===== config.mk =====
export PLATFORM = sky130hd
export DESIGN_NAME = sync_fifo_control_unit_flat
export DESIGN_NICKNAME = d
export VERILOG_FILES = /design/src/rtl/fifo_pkg.sv /design/src/rtl/sync_fifo_control_unit_if.sv /design/src/rtl/fifo_bin_ptr.sv /design/src/rtl/sync_fifo_control_unit.sv /design/src/flat_wrapper.sv
export SDC_FILE = /design/constraint.sdc
export NUM_CORES = 1
export LEC_CHECK = 0
export CAP_MARGIN = 20
export CORE_MARGIN = 4
export CORE_UTILIZATION = 45
export CTS_BUF_LIST = sky130_fd_sc_hd__clkbuf_16
export DETAILED_ROUTE_END_ITERATION = 10
export GPL_ROUTABILITY_DRIVEN = 1
export PLACE_DENSITY = 0.85
export SYNTH_ARGS = -nofsm -noshare
export SYNTH_HDL_FRONTEND = slang
export SYNTH_HIERARCHICAL = 1
export SYNTH_SLANG_ARGS = --single-unit

===== constraint.sdc =====
create_clock -name clk -period 2.76 [get_ports clk]
set_input_delay 0.69 -clock clk [delete_from_list [all_inputs] [get_ports clk]]
set_output_delay 0.69 -clock clk [all_outputs]
set_load 0.03 [all_outputs]

===== src/rtl/fifo_pkg.sv =====
// Shared FIFO helpers: depth calculation, threshold legality and error-flag reset values.
package fifo_pkg;

  function automatic int unsigned fifo_depth(input int unsigned addr_size);
    return 32'd1 << addr_size;
  endfunction

  // Thresholds must leave almost_empty strictly below almost_full and fit the depth.
  function automatic bit thresholds_legal(input int unsigned addr_size,
                                          input int unsigned ae_level,
                                          input int unsigned af_level);
    return (addr_size >= 1) && (ae_level < af_level) && (af_level <= fifo_depth(addr_size));
  endfunction

  localparam logic OVERFLOW_RST  = 1'b0;
  localparam logic UNDERFLOW_RST = 1'b0;

endpackage


===== src/rtl/sync_fifo_control_unit_if.sv =====
// Request/status bundle between a FIFO client (master) and the FIFO controller (slave).
interface sync_fifo_control_unit_if
  import fifo_pkg::*;
#(
  parameter int unsigned addr_size = 4
);
  logic                 wr;
  logic                 rd;
  logic                 clr_err;
  logic                 we_enable;
  logic                 rd_enable;
  logic [addr_size-1:0] addr_w;
  logic [addr_size-1:0] addr_r;
  logic [addr_size:0]   count;
  logic                 full;
  logic                 empty;
  logic                 almost_full;
  logic                 almost_empty;
  logic                 overflow;
  logic                 underflow;

  modport master (
    output wr, rd, clr_err,
    input  we_enable, rd_enable, addr_w, addr_r, count,
    input  full, empty, almost_full, almost_empty, overflow, underflow
  );

  modport slave (
    input  wr, rd, clr_err,
    output we_enable, rd_enable, addr_w, addr_r, count,
    output full, empty, almost_full, almost_empty, overflow, underflow
  );
endinterface


===== src/rtl/fifo_bin_ptr.sv =====
// Enabled binary pointer, one bit wider than the RAM address so full and empty differ.
module fifo_bin_ptr
  import fifo_pkg::*;
#(
  parameter int unsigned width = 5
) (
  input  logic             clk,
  input  logic             reset_n,
  input  logic             en,
  output logic [width-1:0] ptr
);

  always_ff @(posedge clk or negedge reset_n) begin
    if (!reset_n) begin
      ptr <= '0;
    end else if (en) begin
      ptr <= ptr + width'(1);
    end
  end

endmodule


===== src/rtl/sync_fifo_control_unit.sv =====
// Single-clock FIFO controller: RAM strobes/addresses, occupancy, threshold and sticky error flags.
module sync_fifo_control_unit
  import fifo_pkg::*;
#(
  parameter int unsigned addr_size = 4,
  parameter int unsigned af_level  = fifo_depth(addr_size) - 2,
  parameter int unsigned ae_level  = 2
) (
  input  logic                     clk,
  input  logic                     reset_n,
  sync_fifo_control_unit_if.slave  bus
);

  localparam int unsigned PW    = addr_size + 1;
  localparam int unsigned DEPTH = fifo_depth(addr_size);

  if (!thresholds_legal(addr_size, ae_level, af_level)) begin : g_bad_thresholds
    $error("sync_fifo_control_unit: need ae_level < af_level <= depth and addr_size >= 1");
  end

  logic [PW-1:0] ptr_w;
  logic [PW-1:0] ptr_r;
  logic [PW-1:0] count_q;
  logic [PW-1:0] next_count;
  logic          we_en_c;
  logic          rd_en_c;
  logic          full_q;
  logic          empty_q;
  logic          almost_full_q;
  logic          almost_empty_q;
  logic          overflow_q;
  logic          underflow_q;

  // A full FIFO can still accept a write when a read frees a slot in the same cycle.
  assign rd_en_c = bus.rd & ~empty_q;
  assign we_en_c = bus.wr & (~full_q | bus.rd);

  fifo_bin_ptr #(.width(PW)) u_ptr_w (
    .clk     (clk),
    .reset_n (reset_n),
    .en      (we_en_c),
    .ptr     (ptr_w)
  );

  fifo_bin_ptr #(.width(PW)) u_ptr_r (
    .clk     (clk),
    .reset_n (reset_n),
    .en      (rd_en_c),
    .ptr     (ptr_r)
  );

  always_comb begin
    next_count = count_q;
    unique case ({we_en_c, rd_en_c})
      2'b10:   next_count = count_q + PW'(1);
      2'b01:   next_count = count_q - PW'(1);
      default: next_count = count_q;
    endcase
  end

  // Every status flag is derived from the post-edge occupancy.
  always_ff @(posedge clk or negedge reset_n) begin
    if (!reset_n) begin
      count_q        <= '0;
      full_q         <= 1'b0;
      empty_q        <= 1'b1;
      almost_full_q  <= 1'b0;
      almost_empty_q <= 1'b1;
    end else begin
      count_q        <= next_count;
      full_q         <= (next_count == PW'(DEPTH));
      empty_q        <= (next_count == '0);
      almost_full_q  <= (32'(next_count) >= af_level);
      almost_empty_q <= (32'(next_count) <= ae_level);
    end
  end

  // Sticky errors: a new event in the clearing cycle keeps the flag set.
  always_ff @(posedge clk or negedge reset_n) begin
    if (!reset_n) begin
      overflow_q  <= OVERFLOW_RST;
      underflow_q <= UNDERFLOW_RST;
    end else begin
      overflow_q  <= (bus.wr & ~we_en_c) | (overflow_q  & ~bus.clr_err);
      underflow_q <= (bus.rd & empty_q)  | (underflow_q & ~bus.clr_err);
    end
  end

  assign bus.we_enable    = we_en_c;
  assign bus.rd_enable    = rd_en_c;
  assign bus.addr_w       = ptr_w[addr_size-1:0];
  assign bus.addr_r       = ptr_r[addr_size-1:0];
  assign bus.count        = count_q;
  assign bus.full         = full_q;
  assign bus.empty        = empty_q;
  assign bus.almost_full  = almost_full_q;
  assign bus.almost_empty = almost_empty_q;
  assign bus.overflow     = overflow_q;
  assign bus.underflow    = underflow_q;

endmodule

===== src/flat_wrapper.sv =====
// flat-port wrapper written by rule: the top's interface ports become plain ports
module sync_fifo_control_unit_flat import fifo_pkg::*;
#(
  parameter int unsigned addr_size = 4,
  parameter int unsigned af_level  = fifo_depth(addr_size) - 2,
  parameter int unsigned ae_level  = 2
)
  (clk, reset_n, bus_wr, bus_rd, bus_clr_err, bus_we_enable, bus_rd_enable, bus_addr_w, bus_addr_r, bus_count, bus_full, bus_empty, bus_almost_full, bus_almost_empty, bus_overflow, bus_underflow);
  sync_fifo_control_unit_if #(.addr_size(addr_size)) bus_i ();
  input  logic clk;
  input  logic reset_n;
  input wire logic [$bits(bus_i.wr)-1:0] bus_wr;
  input wire logic [$bits(bus_i.rd)-1:0] bus_rd;
  input wire logic [$bits(bus_i.clr_err)-1:0] bus_clr_err;
  output wire logic [$bits(bus_i.we_enable)-1:0] bus_we_enable;
  output wire logic [$bits(bus_i.rd_enable)-1:0] bus_rd_enable;
  output wire logic [$bits(bus_i.addr_w)-1:0] bus_addr_w;
  output wire logic [$bits(bus_i.addr_r)-1:0] bus_addr_r;
  output wire logic [$bits(bus_i.count)-1:0] bus_count;
  output wire logic [$bits(bus_i.full)-1:0] bus_full;
  output wire logic [$bits(bus_i.empty)-1:0] bus_empty;
  output wire logic [$bits(bus_i.almost_full)-1:0] bus_almost_full;
  output wire logic [$bits(bus_i.almost_empty)-1:0] bus_almost_empty;
  output wire logic [$bits(bus_i.overflow)-1:0] bus_overflow;
  output wire logic [$bits(bus_i.underflow)-1:0] bus_underflow;
  assign bus_i.wr = bus_wr;
  assign bus_i.rd = bus_rd;
  assign bus_i.clr_err = bus_clr_err;
  assign bus_we_enable = bus_i.we_enable;
  assign bus_rd_enable = bus_i.rd_enable;
  assign bus_addr_w = bus_i.addr_w;
  assign bus_addr_r = bus_i.addr_r;
  assign bus_count = bus_i.count;
  assign bus_full = bus_i.full;
  assign bus_empty = bus_i.empty;
  assign bus_almost_full = bus_i.almost_full;
  assign bus_almost_empty = bus_i.almost_empty;
  assign bus_overflow = bus_i.overflow;
  assign bus_underflow = bus_i.underflow;
  sync_fifo_control_unit #(.addr_size(addr_size), .af_level(af_level), .ae_level(ae_level)) u_core (.clk(clk), .reset_n(reset_n), .bus(bus_i));
endmodule

==> flow_summary.json, run 1 <==
{
  "seqPwrFrac_pct": 25.8,
  "synthCells": 84,
  "clock-sinks": 19,
  "place.gp.congestion": 0.795,
  "critPathMaxStageDelay_ps": 400,
  "fmax_ghz": 0.370,
  "hold-worst-slack_ps": 471,
  "power_mw": 2.19,
  "fin_util_pct": 73.8,
  "post-dp-hpwl_mm": 1.48,
  "htreeDepth": 1,
  "grt_pass1_wl_mm": 3.59,
  "die_x_um": 54.3,
  "intPower_mw": 1.24,
  "grt_usage_pct": 17.8,
  "worstPathCellList": "dlygate4sd2_1 -> buf_4 -> nor2b_4 -> ha_4 -> xor2_1 -> ha_2 -> a21o_1 -> xnor2_2 -> or3_4 -> and2_4 -> o31ai_2",
  "rows": 16,
  "outcome": "complete, no violations",
  "antenna_found_initial": 0,
  "hold_path_end": "u_core/u_ptr_r/ptr[3]",
  "cp.arrival_ps": 2860,
  "period_needed_ps": 2700,
  "route.vias.total": 804,
  "cp_max_fo": 2,
  "path_buf_inv": 2,
  "critPathKind": "in2reg",
  "drt-met1-wl_um": 986,
  "initial_core_util_pct": 48.2,
  "fin_area_um2": 1480,
  "syn_avg_cell_area_um2": 11.5,
  "tritoncts": "done",
  "cp_slowest_cell": "or3_4",
  "coreArea_um2": 2000,
  "power_leakage_nw": 0.660,
  "powerDensity_nw_per_um2": 1480,
  "switching_power_mw": 0.957,
  "reg2reg_depth": 9,
  "worstHoldPathCells": 1,
  "drtAntennaViolNets": 0,
  "dr_wl_met2_mm": 1.16,
  "syn_nets": 94,
  "wl_per_cell_um": 15.8,
  "hp-class": "reg2reg",
  "cts_root_buffer": "clkbuf_16",
  "cts_buffer_depth": 2,
  "peakVddDrop_v": 0.000861,
  "cts_buffers": 3,
  "tns_ps": 0,
  "r2r_end": "u_core/bus.almost_full",
  "drv_slew": 0,
  "pin_count": 26,
  "maxCapViolations": 0,
  "ys_warn_count": 6,
  "grt-ovfl-total": 0,
  "period_share_pct": 98.0,
  "cp_top_family": "simple AND/OR/NAND/NOR gates",
  "die_h_um": 54.3,
  "hold_path.startpoint": "u_core/u_ptr_r/ptr[3]",
  "grt_pass1_vias": 768,
  "layout-drive-gt1-share_pct": 31.4,
  "rr_startpoint": "u_core/bus.empty",
  "drt_first_iter_violations": 15,
  "cts.clk_slew.worst_paths_ps": 50,
  "combPwrFrac_pct": 60.8,
  "p_sw_share_pct": 43.6,
  "rrSetupSlack_ps": 380,
  "setup_viol": 0,
  "critPathRequiredTime_ps": 2920,
  "viasPerCell": 5.43,
  "clkPwrFrac_pct": 13.4,
  "die-area_um2": 2950,
  "tightest_slew_ps": 837,
  "area_delta_synth_final_pct": 53.2,
  "dr.pass1.iters": 4,
  "finClkSkew_ps": 2.22,
  "rsz0062_at_grt": "no",
  "grt_max_degree": 20,
  "drc_errors": 0,
  "io_buffers": 25,
  "netlist_area_um2": 965,
  "num_antenna_cells": 0,
  "fin_nets": 132,
  "hold_violations": 0,
  "max_slew_margin_pct": 44.0,
  "placed_cell_area_um2": 1290,
  "cp-start-kind": "input pin",
  "wl_met3_um": 125,
  "wl_mm": 2.34,
  "insertion_delay_ps": 250,
  "top_layer": "met4",
  "endpoint_kind": "flop"
}
## cell usage in the layout (no fill, tap or decap), types with 2 or more instances in the layout
| cell type | instances |
|---|---|
| clkdlybuf4s50_1 | 21 |
| dfrtp_1 | 17 |
| buf_4 | 11 |
| inv_1 | 10 |
| xnor2_1 | 5 |
| nand2_1 | 4 |
| clkbuf_16 | 3 |
| xor2_1 | 3 |
| mux2_2 | 3 |
| ha_1 | 3 |
| o21a_1 | 2 |
| dfstp_2 | 2 |
| nand4_1 | 2 |
## metal layers
metal	global-route usage (%)	vias to the layer above
li1	-	372
met1	21.3	399
met2	27.7	26
met3	3.81	7
met4	13.3	0
met5	0	-
## worst max-delay path by stage
stage | depth (start not counted) | slack, ps | endpoint | from
floorplan | 10 | 90 | u_core/bus.almost_full | bus_rd
global placement | 11 | -420 | u_core/bus.empty | bus_rd
detailed placement | 11 | -460 | u_core/bus.empty | bus_rd
CTS | 10 | 20 | u_core/bus.almost_full | bus_wr
global route | 12 | 8 | u_core/bus.empty | bus_rd
finish | 11 | 60 | u_core/bus.almost_full | bus_rd
## power groups by stage
stage	clock network (mW)	registers [mW]	logic, mW
3_3_place_gp	0	0.555	1.11
5_1_grt	0.316	0.583	1.42
6_report	0.294	0.566	1.33
2_1_floorplan	0	0.799	0.451
3_5_place_dp	0	0.562	1.14
4_1_cts	0.300	0.565	1.26
## sequential cells by signal, summed over array words and instances (netlist names)
| signal | cells |
|---|---|
| u_core/bus.almost_empty | 1 |
| u_core/bus.almost_full | 1 |
| u_core/bus.count | 5 |
| u_core/bus.empty | 1 |
| u_core/bus.full | 1 |
| u_core/bus.overflow | 1 |
| u_core/bus.underflow | 1 |
| u_core/u_ptr_r/ptr | 4 |
| u_core/u_ptr_w/ptr | 4 |
## metrics by stage
step,instances,worst slack (ps)
5_1_grt,148,8.30
3_3_place_gp,141,-416
3_5_place_dp,141,-463
4_1_cts,146,24.6
2_1_floorplan,84,90.4
6_report,148,56.0
## worst reg2reg max path, cell delays in order (launching register included)
cell	delay, ps
dfstp_2	560
nor2b_4	50
ha_4	160
xor2_1	150
ha_2	200
a21o_1	210
xnor2_2	170
or3_4	400
and2_4	170
o31ai_2	210
## cell type report
cell class                 instances  area, um^2
fill                             126         524
multi-input combinational         53         523
sequential                        19         478
timing repair buffer              35         325
clock buffer                       3        75.1
inverter                          10        37.5
tap                               27        33.8
clock inverter                     1        5.00
## repair_timing
| action | in CTS | in global routing |
|---|---|---|
| pin swaps | 3 | 6 |
| gates resized for setup | 17 | 2 |
| hold buffers | 0 | 0 |
| hold endpoints to repair | 0 | 0 |
| buffers inserted | 1 | 2 |
| setup endpoints to repair | 5 | 4 |
No activity file was read; power rests on OpenSTA's default activity.
==> inputs of run 2 (changes only) <==
- CORE_UTILIZATION: 45 -> 43
- clock period: 2.76 -> 2.3 ns (I/O delays scaled with it)
==> flow_summary.json, run 2 (synthesis results as in run 1) <==
{
  "rows": 16,
  "initial_core_util_pct": 47.2,
  "grtUsageMet3_pct": 5.83,
  "hold-worst-slack_ps": 474,
  "antenna_found_initial": 0,
  "cp_max_fo": 7,
  "cp.arrival_ps": 2520,
  "fmax_ghz": 0.425,
  "cp_num_cells": 10,
  "path_buf_inv": 3,
  "violations": "negative setup slack",
  "final_common_cell": "clkdlybuf4s50_1",
  "maxCapViolations": 0,
  "grt_util_met2_pct": 38.3,
  "hold_violations": 0,
  "post-dp-hpwl_mm": 1.68,
  "place.gp.congestion": 0.869,
  "wl_per_cell_um": 18.5,
  "viasPerCell": 5.48,
  "endpoint_kind": "flop",
  "insertion_delay_ps": 260,
  "cts.clk_slew.worst_paths_ps": 50,
  "setup_viol": 4,
  "critPathKind": "in2reg",
  "critPathRequiredTime_ps": 2470,
  "period_share_pct": 102,
  "clock-sinks": 19,
  "met1_usage_pct": 20.4,
  "final_cell_mix": "clkdlybuf4s50_1 (21), buf_4 (19), dfrtp_1 (16)",
  "dr.pass1.iters": 4,
  "tightest_slew_ps": 534,
  "htreeDepth": 1,
  "dpl_worst_slack_ps": -761,
  "grt_usage_pct": 20.8,
  "cp-start-kind": "input pin",
  "fin_nets": 141,
  "busiest_layer": "met2",
  "grt_pass1_wl_mm": 4.80,
  "worstHoldPathCells": 1,
  "cp_top_family": "simple AND/OR/NAND/NOR gates",
  "drv_slew": 0,
  "die_h_um": 55.4,
  "pin_count": 26,
  "largest_register_ffs": 5,
  "layout-drive-gt1-share_pct": 42.3,
  "wl_mm": 2.90,
  "reg2reg_depth": 10,
  "grt_pass1_vias": 957,
  "io_buffers": 25,
  "finClkSkew_ps": 0.629,
  "coreArea_um2": 2040,
  "period_needed_ps": 2350,
  "num_antenna_cells": 0,
  "hp-class": "reg2reg",
  "drc_errors": 0,
  "worstPathCellList": "buf_2 -> nand2b_4 -> nand2_4 -> ha_4 -> buf_4 -> or4b_4 -> a21oi_2 -> o2111ai_2 -> buf_6 -> nor4b_4",
  "outcome": "complete, but fails checks",
  "tritoncts": "done",
  "drt_first_iter_violations": 6,
  "grt_max_degree": 12,
  "drtAntennaViolNets": 0,
  "instances_no_fill": 157,
  "max_slew_margin_pct": 64.3,
  "die-area_um2": 3070,
  "cts_buffers": 3,
  "fin_ws_ps": -53.9,
  "cts_root_buffer": "clkbuf_16",
  "die_x_um": 55.4,
  "dp_cells": 150,
  "cp_slowest_cell": "or4b_4",
  "critPathMaxStageDelay_ps": 490,
  "cts_buffer_depth": 2,
  "area_delta_synth_final_pct": 68.6,
  "grt-ovfl-total": 0,
  "rsz0062_at_grt": "yes",
  "route.vias.total": 861
}
## run 2: cell count changes in the layout (fill, tap and decap cells not counted), sizes merged
cell / previous run / this run
dlymetal6s2s: 1 / 0
clkdlybuf4s15: 0 / 1
buf: 12 / 22
dlygate4sd2: 1 / 0
## run 2: final timing paths
path	startpoint	endpoint	slack [ps]
setup / recovery	bus_rd	u_core/bus.empty	-50
hold reg to reg	u_core/u_ptr_r/ptr[3]	u_core/u_ptr_r/ptr[3]	470
setup reg to reg	u_core/bus.empty	u_core/bus.empty	0
max in group asynchronous	reset_n	u_core/u_ptr_w/ptr[1]	1090
hold / removal	u_core/u_ptr_r/ptr[3]	u_core/u_ptr_r/ptr[3]	470
min in group asynchronous	reset_n	u_core/bus.overflow	670
## run 2: metrics by stage
stage	utilization (%)	cell area, um^2	setup TNS, ps
2_1_floorplan	-	980	-1090
3_3_place_gp	66.8	1360	-4190
3_5_place_dp	66.8	1360	-4590
4_1_cts	75.3	1540	-7.78
5_1_grt	79.7	1630	-370
6_report	79.7	1630	-136
## run 2: routing by layer
metal / vias to the layer above / share of wire, %
li1: 390 / -
met1: 418 / 38
met2: 38 / 52
met3: 15 / 5.8
met4: 0 / 3.8
met5: - / 0
## run 2: cell type report
class | instances | area (um^2)
multi-input combinational | 53 | 604
fill | 132 | 415
timing repair buffer | 44 | 392
sequential | 19 | 479
inverter | 10 | 37.5
clock inverter | 1 | 5.00
tap | 27 | 33.8
clock buffer | 3 | 75.1
## run 2: repair_timing
action,in CTS,in global routing
hold buffers,0,0
gates resized for setup,22,12
setup endpoints to repair,7,6
setup buffers,2,2
pin swaps,11,5
Power of run 2 is left out: the tool's default activity adds up to more than one toggle a clock period on the data nets, which glitch-free logic cannot reach.
==> inputs of run 3 (changes only) <==
- CORE_UTILIZATION: 43 -> 45
- clock period: 2.3 -> 2.2 ns (I/O delays scaled with it)
==> flow_summary.json, run 3 (synthesis results as in run 1) <==
{
  "outcome": "complete, but fails checks",
  "violations": "negative setup slack",
  "drc_errors": 0,
  "ctsHoldBuffers": 0,
  "htreeDepth": 1,
  "place.gp.congestion": 0.754,
  "fin_ws_ps": -143,
  "clock-sinks": 19,
  "cts_buffer_depth": 2,
  "critPathRequiredTime_ps": 2330,
  "cp_slowest_cell": "dfstp_2",
  "cp_max_fo": 4,
  "cts.clk_slew.worst_paths_ps": 50,
  "wl_per_cell_um": 16.8,
  "tritoncts": "done",
  "hp-class": "reg2reg",
  "cts_buffers": 3,
  "die-area_um2": 2950,
  "drv_slew": 0,
  "cts_root_buffer": "clkbuf_16",
  "wl_mm": 2.70,
  "rrSetupSlack_ps": -140,
  "max_slew_margin_pct": 61.9,
  "period_needed_ps": 2340,
  "final_cell_mix": "buf_4 (21), clkdlybuf4s50_1 (20), dfrtp_1 (17)",
  "grt_pass1_wl_mm": 4.13,
  "cp.arrival_ps": 2480,
  "initial_core_util_pct": 48.2,
  "cp-start-kind": "flop",
  "powerDensity_nw_per_um2": 1910,
  "dr.pass1.iters": 4,
  "drt_first_iter_violations": 17,
  "maxCapViolations": 0,
  "die_x_um": 54.3,
  "fmax_ghz": 0.427,
  "post-dp-hpwl_mm": 1.61,
  "reg2reg_depth": 11,
  "tns_ps": -573,
  "hold_path.startpoint": "u_core/u_ptr_w/ptr[3]",
  "pin_count": 26,
  "path_buf_inv": 2,
  "tightest_slew_ps": 569,
  "antenna_found_initial": 0,
  "final_common_cell": "buf_4",
  "dpl_worst_slack_ps": -864,
  "route.vias.total": 865,
  "die_h_um": 54.3,
  "power_leakage_nw": 0.725,
  "viasPerCell": 5.41,
  "finClkSkew_ps": 1.54,
  "cp_top_family": "flip-flops",
  "worstPathCellList": "nor2b_4 -> ha_4 -> xor2_1 -> ha_2 -> buf_4 -> and3b_1 -> a221oi_2 -> nor3_2 -> nor2_4 -> buf_4 -> o31ai_2",
  "io_buffers": 25,
  "setup_viol": 5,
  "fin_util_pct": 81.4,
  "coreArea_um2": 2000,
  "grt_pass1_vias": 932,
  "grt-ovfl-total": 0,
  "rr_startpoint": "u_core/bus.empty",
  "r2r_end": "u_core/bus.almost_full",
  "insertion_delay_ps": 250,
  "hold_violations": 0,
  "num_antenna_cells": 0,
  "peakVddDrop_v": 0.00122,
  "rsz0062_at_grt": "yes",
  "drtAntennaViolNets": 0,
  "area_delta_synth_final_pct": 69.0,
  "endpoint_kind": "flop",
  "rows": 16,
  "worstHoldPathCells": 1,
  "critPathMaxStageDelay_ps": 550,
  "cp_common_cell": "buf_4",
  "power_mw": 3.11,
  "fin_nets": 144,
  "grt_usage_pct": 20.2,
  "grt_max_degree": 13,
  "period_share_pct": 106,
  "hold_path_end": "u_core/u_ptr_w/ptr[3]",
  "largest_register_ffs": 5,
  "critPathKind": "reg2reg",
  "layout-drive-gt1-share_pct": 42.1
}
[run 3: cell count changes in the layout (fill, tap and decap cells not counted), sizes merged]
cell           delta
buf               +3
clkdlybuf4s50     -1
clkinv            -1
dlygate4sd2       +1
inv               +1
[run 3: power breakdown]
part	switching, mW	internal (mW)	total, mW
clock network	0.124	0.242	0.366
logic	1.07	0.983	2.05
registers	0.165	0.530	0.695
[run 3: final cells by class]
class	instances	area, um^2
inverter	10	37.5
clock buffer	3	75.1
clock inverter	1	3.75
sequential	19	478
multi-input combinational	53	579
tap	27	33.8
fill	104	372
timing repair buffer	47	423
[run 3: per-stage QoR]
stage	instances	hold slack [ps]	instance area, um^2
floorplan	84	254	980
global placement	151	460	1370
detailed placement	151	462	1370
CTS	159	473	1580
global route	160	503	1630
finish	160	469	1630
[run 3: metal layers]
| metal | share of wire, % | up-vias | routed length (um) | track usage, % |
|---|---|---|---|---|
| met3 | 5.8 | 6 | 157 | 5.45 |
| met5 | 0 | - | 0 | 0 |
| met2 | 55 | 40 | 1480 | 37.6 |
| met4 | 2.3 | 0 | 63 | 10.8 |
| met1 | 37 | 419 | 996 | 20.1 |
| li1 | - | 400 | - | - |
[run 3: how the worst max path moves through the flow]
stage | from | to | cells after the start
after floorplan | bus_rd | u_core/bus.empty | 10
after global placement | bus_rd | u_core/bus.almost_empty | 11
after detailed placement | bus_rd | u_core/bus.empty | 12
after CTS | u_core/bus.empty | u_core/bus.empty | 10
after global routing | u_core/bus.empty | u_core/bus.empty | 10
final | u_core/bus.empty | u_core/bus.almost_full | 11
[run 3: timing repair]
item / 4_1_cts / 5_1_grt
pin swaps: 11 / 9
gates resized for setup: 27 / 8
buffers inserted: 5 / 2
setup endpoints to repair: 8 / 6
gates cloned: 0 / 0
